File: src/rtl/mic_scan_scheduler.sv
// mic_scan_scheduler: divides the clock down to a scan period, walks the eight
// ADC channels once per period under a snapshotted channel mask, and queues the
// selected {channel, sample} pairs in a 4-deep FIFO for a ready/valid consumer.
// Samples arriving while the FIFO is full are dropped and counted.
module mic_scan_scheduler #(
  parameter int unsigned SAMPLE_DIV = 1250
) (
  input  logic        CLOCK,
  input  logic        RESET,
  input  logic        ENABLE,
  input  logic [7:0]  CH_MASK,
  input  logic [11:0] CH0,
  input  logic [11:0] CH1,
  input  logic [11:0] CH2,
  input  logic [11:0] CH3,
  input  logic [11:0] CH4,
  input  logic [11:0] CH5,
  input  logic [11:0] CH6,
  input  logic [11:0] CH7,
  output logic [11:0] OUT_DATA,
  output logic [2:0]  OUT_CHAN,
  output logic        OUT_VALID,
  input  logic        OUT_READY,
  output logic        BUSY,
  output logic [7:0]  OVERFLOW_CNT
);

  typedef enum logic {IDLE = 1'b0, SCAN = 1'b1} state_t;

  localparam logic [15:0] DIV_LAST = 16'(SAMPLE_DIV - 1);

  // Drop counter saturates instead of wrapping so a long stall stays visible.
  function automatic logic [7:0] sat_inc(input logic [7:0] v);
    return (v == 8'hFF) ? v : v + 8'd1;
  endfunction

  logic [15:0] div_cnt;
  logic        tick;

  state_t      state;
  state_t      state_nxt;
  logic [2:0]  ptr;
  logic [2:0]  ptr_nxt;
  logic [7:0]  snap;
  logic [7:0]  snap_nxt;

  logic [11:0] ch_sel;
  logic        wr_vld_p0;
  logic [14:0] wr_ent_p0;

  logic [14:0] ent     [4];
  logic [14:0] ent_nxt [4];
  logic [2:0]  cnt;
  logic [2:0]  cnt_nxt;
  logic [2:0]  wpos;
  logic        full;
  logic        pop;
  logic        push;
  logic        drop;

  assign tick = ENABLE && (div_cnt == DIV_LAST);

  // Scan-period divider; parked at zero whenever ENABLE is low.
  always_ff @(posedge CLOCK) begin
    if (RESET || !ENABLE) begin
      div_cnt <= '0;
    end else if (tick) begin
      div_cnt <= '0;
    end else begin
      div_cnt <= div_cnt + 16'd1;
    end
  end

  // Scan FSM state, channel pointer, mask snapshot and registered BUSY.
  always_ff @(posedge CLOCK) begin
    if (RESET) begin
      state <= IDLE;
      ptr   <= '0;
      snap  <= '0;
      BUSY  <= 1'b0;
    end else begin
      state <= state_nxt;
      ptr   <= ptr_nxt;
      snap  <= snap_nxt;
      BUSY  <= (state_nxt == SCAN);
    end
  end

  // Next-state logic: a tick with a non-empty mask starts an 8-cycle sweep.
  always_comb begin
    state_nxt = state;
    ptr_nxt   = ptr;
    snap_nxt  = snap;
    case (state)
      IDLE: begin
        if (tick && (CH_MASK != 8'h00)) begin
          state_nxt = SCAN;
          snap_nxt  = CH_MASK;
          ptr_nxt   = 3'd0;
        end
      end
      SCAN: begin
        if (ptr == 3'd7) begin
          state_nxt = IDLE;
          ptr_nxt   = 3'd0;
        end else begin
          ptr_nxt = ptr + 3'd1;
        end
      end
      default: begin
        state_nxt = IDLE;
        ptr_nxt   = 3'd0;
      end
    endcase
  end

  // Channel multiplexer addressed by the scan pointer.
  always_comb begin
    ch_sel = CH0;
    case (ptr)
      3'd1:    ch_sel = CH1;
      3'd2:    ch_sel = CH2;
      3'd3:    ch_sel = CH3;
      3'd4:    ch_sel = CH4;
      3'd5:    ch_sel = CH5;
      3'd6:    ch_sel = CH6;
      3'd7:    ch_sel = CH7;
      default: ch_sel = CH0;
    endcase
  end

  // ---- stage p0: FIFO write request for the channel under the pointer ----
  assign wr_vld_p0 = (state == SCAN) && snap[ptr];
  assign wr_ent_p0 = {ptr, ch_sel};

  assign full = (cnt == 3'd4);
  assign pop  = OUT_VALID && OUT_READY;
  assign push = wr_vld_p0 && (!full || pop);
  assign drop = wr_vld_p0 && full && !pop;
  assign wpos = cnt - {2'b00, pop};

  // FIFO next contents: entry 0 is the head, a pop shifts everything down and
  // a push lands just past the last occupied slot after that shift.
  always_comb begin
    if (pop) begin
      ent_nxt[0] = ent[1];
      ent_nxt[1] = ent[2];
      ent_nxt[2] = ent[3];
      ent_nxt[3] = '0;
    end else begin
      ent_nxt[0] = ent[0];
      ent_nxt[1] = ent[1];
      ent_nxt[2] = ent[2];
      ent_nxt[3] = ent[3];
    end
    if (push) begin
      ent_nxt[wpos[1:0]] = wr_ent_p0;
    end
    cnt_nxt = cnt + {2'b00, push} - {2'b00, pop};
  end

  // ---- stage p1: FIFO storage, head register, valid flag, drop counter ----
  always_ff @(posedge CLOCK) begin
    if (RESET) begin
      for (int i = 0; i < 4; i++) begin
        ent[i] <= '0;
      end
      cnt          <= '0;
      OUT_VALID    <= 1'b0;
      OVERFLOW_CNT <= '0;
    end else begin
      for (int i = 0; i < 4; i++) begin
        ent[i] <= ent_nxt[i];
      end
      cnt       <= cnt_nxt;
      OUT_VALID <= (cnt_nxt != 3'd0);
      if (drop) begin
        OVERFLOW_CNT <= sat_inc(OVERFLOW_CNT);
      end
    end
  end

  assign OUT_DATA = ent[0][11:0];
  assign OUT_CHAN = ent[0][14:12];

endmodule

File: config.mk
export PLATFORM = sky130hd
export DESIGN_NAME = mic_scan_scheduler
export DESIGN_NICKNAME = d
export VERILOG_FILES = /design/src/rtl/mic_scan_scheduler.sv
export SDC_FILE = /design/constraint.sdc
export NUM_CORES = 1
export LEC_CHECK = 0
export ABC_AREA = 1
export ABC_CLOCK_PERIOD_IN_PS = 2200
export CAP_MARGIN = 15
export CORE_ASPECT_RATIO = 2
export CORE_UTILIZATION = 45
export CTS_CLUSTER_DIAMETER = 80
export CTS_CLUSTER_SIZE = 16
export DETAILED_ROUTE_END_ITERATION = 12
export GPL_TIMING_DRIVEN = 0
export PLACE_DENSITY = 0.85
export SYNTH_ARGS = -nofsm -noshare
export SYNTH_HDL_FRONTEND = slang
export SYNTH_SLANG_ARGS = --single-unit
File: constraint.sdc
create_clock -name CLOCK -period 2.2 [get_ports CLOCK]
set_input_delay 0.22 -clock CLOCK [delete_from_list [all_inputs] [get_ports CLOCK]]
set_output_delay 0.22 -clock CLOCK [all_outputs]
set_load 0.1 [all_outputs]
==> run summary <==
Run status -> complete, but fails checks
Failing checks -> setup timing
Power share of the sequential group -> 45.8%
Initial DRC count -> 573
Clk pwr share -> 46.2%
Crit end category -> flop
Gr ovfl total -> 0
Switch share -> 21.48%
Final Max Slew Viols -> 0
Worst Setup SP -> ptr[0]$_SDFFE_PP0P_
Die X -> 89.47 um
F_max -> 440.2 MHz
DRT Wirelength -> 24.09 mm
# rows -> 63
Post-synth top flop -> dfxtp_1
Fin crit share -> 103.3%
I/O Pins -> 133
P_sw -> 847.8 uW
Clk buf depth -> 2
Top post-synthesis cells by count -> nand2_1, nor2_1, dfxtp_1
CP Max Fanout -> 5
GR Util All Layers -> 31.17%
Antenna viol nets, final -> 0
CTS root buffer -> clkbuf_16
Fin nets -> 1439
Reg2reg start -> ptr[0]$_SDFFE_PP0P_
Clk_skew -> 9.912 ps
DR vias -> 8185
Initial cell density of the core -> 46.22%
Htree depth -> 3
WHS -> 471.1 ps
Via-to-Cell Ratio -> 5.392
Residual DRC count -> 0
Number of global-route vias before repair -> 7791
GP Congestion -> 0.9537
PD cells -> 421.3 nW/um^2
Seq/Total Area, Yosys -> 29.08%
Number of diodes -> 0
Fin worst setup slack -> -71.92 ps
Largest net degree at the start of global routing -> 17
Worst path arrival time -> 2520 ps
Post-synth EDFFs -> 0
Die H -> 176.9 um
Synthesis Warnings -> 0
CTS buffer count -> 9
Final Power -> 3947 uW
Skew-Pair Late Insertion Delay -> 360 ps
Syn_area_per_cell -> 5.961 sq um
Worst Path Required -> 2450 ps
First drt pass iteration count -> 5
Final Hold Fails -> 0
Post-synthesis async set-or-reset flop share -> 0%
Top cells by area, synth -> dfxtp_1, nand2_1, nor2_1, nand3_1, inv_1
Initial antenna violation count -> 0
Count leader, synth -> nand2_1
Worst min path class -> reg -> reg
Setup-failing EPs final -> 2
Synth Instances -> 1155
Post-place setup slack -> -595.3 ps
Max-Slew Margin vs Limit -> 28.43%
Max VDD drop -> 413.1 uV
Yosys reg bits -> 100
Combinational Power Share -> 8.0%
Total die area -> 15830 sq um
Per-cell routed wire length -> 15.87 um
Synthesis-to-layout area growth -> 36.07%
HPWL Detailed -> 17.86 mm
Max-cap violations -> 0
Mapped Area -> 6885 sq um
TritonCTS clock tree -> done
First-pass GRT wire length -> 37.59 mm
Buffers added on ports -> 132
Synth cell types -> 30
CTS Sinks -> 100
Final Util -> 62.89%
Leakage -> 0.004052 uW
Critical Path Start Type -> flop
TNS Setup -> -78.40 ps
Fin crit period -> 2272 ps
Core Region -> 14900 sq um
Int Pwr -> 3099 uW
Worst hold start -> snap[1]$_SDFFE_PP0P_
RSZ-0062 raised after global routing -> true
Slew @ Worst Pin -> 1078 ps
Syn nets -> 1276
Area fraction of the dominant cell type after synthesis -> 29.08%
Worst-path clk slew -> 70 ps
Yosys top cell by area -> dfxtp_1
Share of cells above drive strength 1 -> 16.33%
CP Class -> reg -> reg
## flip-flops by register name (all words and copies together), names as in the netlist
| signal | flops |
|---|---|
| div_cnt | 16 |
| ptr | 3 |
| cnt | 3 |
| OVERFLOW_CNT | 8 |
| OUT_VALID | 1 |
| state | 1 |
| snap | 8 |
| ent | 60 |
## path summary, 6_finish.rpt
kind	to	slack, ps	cells past startpoint
worst max register to register	OUT_VALID$_SDFF_PP0_	-70	13
worst min-delay path	snap[1]$_SDFFE_PP0P_	470	2
worst min register to register	snap[1]$_SDFFE_PP0P_	470	2
worst max-delay path	OUT_VALID$_SDFF_PP0_	-70	13
## stage by stage
stage / std cells / instance area [sq um]
after floorplan: 1155 / 6952
after global placement: 1482 / 8517
after detailed placement: 1482 / 8517
after CTS: 1508 / 9092
after global routing: 1518 / 9369
final: 1518 / 9369
## per-layer routing
metal  wire length, um  share of wire [%]  global-route usage [%]  up-vias
li1                  -                  -                       -     3961
met1              8192                 34                   31.41     3670
met2             12760                 53                   56.11      409
met3              1286                5.3                   5.131      145
met4              1847                7.7                   21.63        0
met5                 0                  0                       0        -
## area by class of cell
cell class | count | area (sq um)
flip-flops and latches | 100 | 2017
well taps | 195 | 244.0
clock buffers | 13 | 271.5
clock inverters | 3 | 67.56
repair buffers | 154 | 1504
fillers | 1285 | 5529
plain buffers | 79 | 514.2
inverters | 95 | 369.1
multi-input cells | 879 | 4382
## logic make-up (layout without fill, tap and decap cells)
kind of cell,count (synthesis),in the layout,share of synthesized area (%)
XOR/XNOR,8,8,1.018
buffers and inverters,176,344,11.98
adder cells (fa/ha/maj),13,13,2.471
AO/OA/AOI/OAI,121,121,9.977
AND/OR/NAND/NOR,737,737,45.48
flip-flops,100,100,29.08
## cell usage in the layout (no fill, tap or decap), types with 10 or more instances in the layout
| cell | n |
|---|---|
| inv_1 | 86 |
| nand3_1 | 62 |
| nand2_2 | 28 |
| clkbuf_16 | 10 |
| buf_2 | 21 |
| dfxtp_1 | 94 |
| nand4_1 | 44 |
| nor2_1 | 98 |
| clkdlybuf4s50_1 | 124 |
| o21ai_0 | 42 |
| clkbuf_1 | 19 |
| a21oi_1 | 55 |
| buf_4 | 47 |
| nand2_1 | 448 |
| a21oi_2 | 22 |
## power groups by stage
| stage | Clock, uW | Combinational (uW) | Sequential, uW |
|---|---|---|---|
| after floorplan | 0 | 74.5 | 1850 |
| after global placement | 0 | 302 | 1850 |
| after detailed placement | 0 | 305 | 1850 |
| after CTS | 1820 | 308 | 1810 |
| after global routing | 1890 | 335 | 1810 |
| final | 1820 | 315 | 1810 |
## critical path, cell delays in order, from the launching register on
cell and delay [ps]:
dfxtp_4 370, buf_8 140, nand2_2 60, nand3_2 120, nand3_4 110, nand4_4 120, ha_4 250, inv_4 50
ha_4 110, inv_2 30, fa_2 550, nand2_2 50, o21ai_2 140, inv_1 60
## what timing repair did
item | CTS | global route
pin swaps | 14 | 18
hold buffers | 0 | 0
gates resized for setup | 55 | 48
buffers inserted | 12 | 10
endpoints found under the setup margin | 62 | 73
gates cloned | 0 | 0
No activity file was read; power rests on OpenSTA's default activity.
==> patch 1, RTL diff (config.mk and constraints unchanged) <==
Reset style: asynchronous (`RESET`), changed in 2 clocked blocks.
--- a/src/rtl/mic_scan_scheduler.sv
+++ b/src/rtl/mic_scan_scheduler.sv
@@ -74,3 +74,3 @@
   // Scan FSM state, channel pointer, mask snapshot and registered BUSY.
-  always_ff @(posedge CLOCK) begin
+  always_ff @(posedge CLOCK or posedge RESET) begin
     if (RESET) begin
@@ -162,3 +162,3 @@
   // ---- stage p1: FIFO storage, head register, valid flag, drop counter ----
-  always_ff @(posedge CLOCK) begin
+  always_ff @(posedge CLOCK or posedge RESET) begin
     if (RESET) begin
Behaviour: same outputs for any inputs over 10 cycles, from zero or initial values and one cycle with RESET high; that may be too few to reach the edited logic, so the function may still have changed.
==> patch 1 against the unedited design <==
The run still ends with negative setup slack left; final area fell by 1.2%; synthesized cell count shrank 3.0%; worst setup slack better by 0.044 ns; first-iteration DRC count grew 17%; non-clock buffer count down 20; sequential cell count unchanged; synthesized area up 0.33%; wire length down 9.5%; count of clock-buffer cells in the layout decreased by 4; clock skew up 0.0051 ns.
Power is not compared: it rests on default switching activity, and its combinational part moved more than twofold at a synthesized area within 25%.
==> patch 1: results (changes against the unedited design) <==
* Failing checks: negative setup slack (unchanged)
* Tot GR Track Use at 28.4% (was 31.2%)
* Complex-gate fraction of the synthesized area at 3.04% (was 9.98%)
* Crit-path max cell delay at 0.47 ns (was 0.55 ns)
* First-pass GRT wire length at 34700 um (was 37600 um)
* Post-DP HPWL at 16400 um (was 17900 um)
* Logic inverters at 77 (was 95)
* Seq cells at 100 (unchanged)
* Count of non-filler cells in the finished layout at 1475 (was 1518)
* Nonclk buf count at 213 (was 233)
* Post-synthesis adder-cell area fraction at 2.46% (was 2.47%)
* CP max-delay cell: dfrtp_2 (was fa_2)
* Synth cell count leaders: nand2_1 (588), dfrtp_1 (84), nand3_1 (83) (was nand2_1 (461), nor2_1 (106), dfxtp_1 (100))
* Setup_tns at -0.0279 ns (was -0.0784 ns)
* Clk cell area share at 3.58% (was 3.62%)
* Synth Area in XOR/XNOR at 0.888% (was 1.02%)
* Worst hold margin at 0.236 ns (was 0.471 ns)
* Die width at 89.6 um (was 89.5 um)
* Area grow syn2layout at 34.1% (was 36.1%)
* Clkbuf count at 9 (was 13)
* Max reg flops at 45 (was 60)
* Fin nets at 1396 (was 1439)
* Hold WC Path Type: in2async (was reg2reg)
* FF-to-FF path depth at 15 (was 13)
* Final worst slack at -0.0279 ns (was -0.0719 ns)
* Sequential fraction of the synthesis area at 35.1% (was 29.1%)
* Gpl congestion at 0.903 (was 0.954)
* Drt first pass iters at 6 (was 5)
* Register area at 2430 um^2 (was 2020 um^2)
* Multi-input combinational cell count at 874 (was 879)
* Status: complete, but fails checks (unchanged)
* Layout cells sized above 1 at 11.6% (was 16.3%)
* Syn Nets at 1241 (was 1276)
* Crit Path Max Fanout at 6 (was 5)
* Count of final setup violators at 1 (was 2)
## patch 1: cell types whose count changed after synthesis, moves of 7 or more
cell / change
a21oi_1: -43
a21oi_2: -21
buf_2: -16
dfrtp_1: +84
dfxtp_1: -84
inv_1: -17
nand2_1: +127
nand2_2: -22
nand3_1: +7
nor2_1: -34
o21ai_0: -14
## patch 1: final timing paths
check,startpoint,end
max reg2reg,ptr[0],OUT_VALID
min reg2reg,div_cnt[0],div_cnt[0]
max in group asynchronous,RESET,OUT_VALID
max,ptr[0],OUT_VALID
min in group CLOCK,div_cnt[0],div_cnt[0]
min,RESET,OUT_DATA[9]
## patch 1: metal layers
metal  routed length (um)  vias to the layer above  GRT usage, %
met5                    0                        -             0
met4                  949                        0          14.2
met3                 1080                       74          3.50
met2                11800                      315          52.2
met1                 7950                     3547          30.6
li1                     -                     3814             -
## patch 1: timing repair
action                     in CTS  in global routing
hold buffers                    0                  0
gates resized for setup        46                 53
buffers inserted               10                  2
pin swaps                       5                  6
gates cloned                    0                  0
setup endpoints to repair      45                 62
==> patch 2, RTL diff (same settings) <==
Made on the original files. The parameter `SAMPLE_DIV` goes from 1250 to 625.
--- a/src/rtl/mic_scan_scheduler.sv
+++ b/src/rtl/mic_scan_scheduler.sv
@@ -5,3 +5,3 @@
 module mic_scan_scheduler #(
-  parameter int unsigned SAMPLE_DIV = 1250
+  parameter int unsigned SAMPLE_DIV = 625
 ) (
Check against the original RTL: no difference found for any inputs over 10 cycles, from zero or initial values and one cycle with RESET high; that may be too few to reach the edited logic, so the function may still have changed.
==> patch 2 against the unedited design <==
Cell count decreased by 1.9%; synthesized area decreased by 0.98%; wire length is 6.0% lower; highest routed layer unchanged; worst setup slack got worse by 0.022 ns; sequential cell count unchanged; final area is 3.0% lower; the run still ends with negative setup slack left; global-route usage shrank 1.5 points; largest cell class unchanged; die area down 0.96%.
Power is not compared: it rests on default switching activity, and its combinational part moved more than twofold at a synthesized area within 25%.
==> patch 2: results (changes against the unedited design) <==
* Wl on met1 at 7960 um (was 8190 um)
* Area grow syn2layout at 33.4% (was 36.1%)
* Fin nets at 1410 (was 1439)
* Final wirelength at 22600 um (was 24100 um)
* Crit-path max cell delay at 0.55 ns (about the same)
* Largest net degree at the start of global routing at 16 (was 17)
* Final worst slack at -0.0944 ns (was -0.0719 ns)
* CP max-delay cell: fa_2 (unchanged)
* CP arrival at 2.54 ns (was 2.52 ns)
* Syn Nets at 1256 (was 1276)
* Crit Path Max Fanout at 6 (was 5)
* Synth cell count leaders: nand2_1 (463), dfxtp_1 (100), nor2_1 (99) (was nand2_1 (461), nor2_1 (106), dfxtp_1 (100))
* Setup Skew at 0.00805 ns (was 0.00991 ns)
* WHS Endpoint: div_cnt[13] (was snap[1])
* Static Leak at 3.92 nW
* Pre-CTS setup slack at -0.571 ns (was -0.595 ns)
* Vias in the first global route at 7588 (was 7791)
* Met1 usage at 29.3% (was 31.4%)
* Status: complete, but fails checks (unchanged)
* Initial DRC Count at 536 (was 573)
* Post-DP HPWL at 17400 um (was 17900 um)
* Wire per inst at 15.2 um (was 15.9 um)
* Synth top area cells: dfxtp_1 (29%), nand2_1 (25%), nand3_1 (6.1%), nor2_1 (5.5%), inv_1 (4.4%) (was dfxtp_1 (29%), nand2_1 (25%), nor2_1 (5.8%), nand3_1 (5.5%), inv_1 (4.9%))
* Met3 WL at 1010 um (was 1290 um)
* Count of final setup violators at 1 (was 2)
* GR Layer Usage met3 at 3.60% (was 5.13%)
* Sequential fraction of the synthesis area at 29.4% (was 29.1%)
* Total of max-cap violations at 0 (unchanged)
* VDD IR-drop max at 422 uV
* Switching Fraction at 36.2%
* Failing checks: negative setup slack (unchanged)
* Gpl congestion at 0.959 (was 0.954)
* Clk slew on worst S/H paths at 0.07 ns (about the same)
* Hold path cells at 2 (unchanged)
* Slew headroom at 30.8% (was 28.4%)
* Placed cell count at 1462 (was 1482)
* Routed vias/inst at 5.24 (was 5.39)
* Met2 usage at 54.3% (was 56.1%)
* First-pass GRT wire length at 35700 um (was 37600 um)
* Hold_sp: div_cnt[13] (was snap[1])
* Initial antenna violation count at 0 (unchanged)
* Placement Cell Area at 8450 um^2 (was 8520 um^2)
* Cell count after synthesis at 1135 (was 1155)
* R2r endpoint: OUT_VALID (unchanged)
* Worst hold margin at 0.469 ns (was 0.471 ns)
* Post-synthesis cell type count at 32 (was 30)
* Setup_tns at -0.0944 ns (was -0.0784 ns)
* Met2 WL post-DR at 12200 um (was 12800 um)
* # fillers at 1373 (was 1285)
* Layout cells sized above 1 at 14.8% (was 16.3%)
* FFs w/ async S/R, synth at 0% (unchanged)
* Tot GR Track Use at 29.6% (was 31.2%)
* Drt first pass iters at 7 (was 5)
## patch 2: cell types whose count changed in the layout (fill, tap and decap cells not counted), moves of 4 or more
cell     unedited run  this run
buf_4              47        35
inv_1              86        77
nand2_4             9         3
nand3_1            62        70
nand3_4             8         4
nand4_1            44        35
nor2_1             98        93
or2_2               6         2
## patch 2: final cells by class
| cell class | instances | area share [%] |
|---|---|---|
| well taps | 195 | 2.68 |
| inverters | 86 | 3.61 |
| clock inverters | 4 | 0.537 |
| clock buffers | 12 | 2.71 |
| repair buffers | 145 | 15.7 |
| multi-input cells | 871 | 47.2 |
| plain buffers | 76 | 5.44 |
| flip-flops and latches | 100 | 22.2 |
## patch 2: power by group through the flow
stage | clock, mW | sequential, mW | combinational (mW)
after CTS | 1.62 | 1.88 | 1.66
after global routing | 1.69 | 1.88 | 1.95
final | 1.62 | 1.88 | 1.82
after global placement | 0 | 1.92 | 1.51
after detailed placement | 0 | 1.92 | 1.53
after floorplan | 0 | 1.98 | 0.916
## patch 2: cell families (layout without fill, tap and decap cells)
logic type	count (synthesis)	in the layout	share of synthesized area, %
compound gates	121	121	10.1
xor+xnor	11	11	1.41
fa+ha+maj	13	13	2.50
flops	100	100	29.4
simple gates	726	726	45.3
buf+inv	164	323	11.4
## patch 2: worst register-to-register path, cell delays in order, from the launching register on
cell and delay [ns]:
dfxtp_4 0.37, inv_2 0.07, nand2_1 0.10, nand3_2 0.10, nand3_2 0.13, nand4_4 0.15
ha_4 0.28, inv_2 0.06, ha_4 0.11, inv_2 0.03, fa_2 0.55, nand2_2 0.06
o21ai_2 0.13, inv_1 0.05
## patch 2: what timing repair did
item	in CTS	in global routing
setup buffers	8	5
pin swaps	10	13
hold endpoints to repair	0	0
gates resized for setup	45	40
endpoints found under the setup margin	55	67
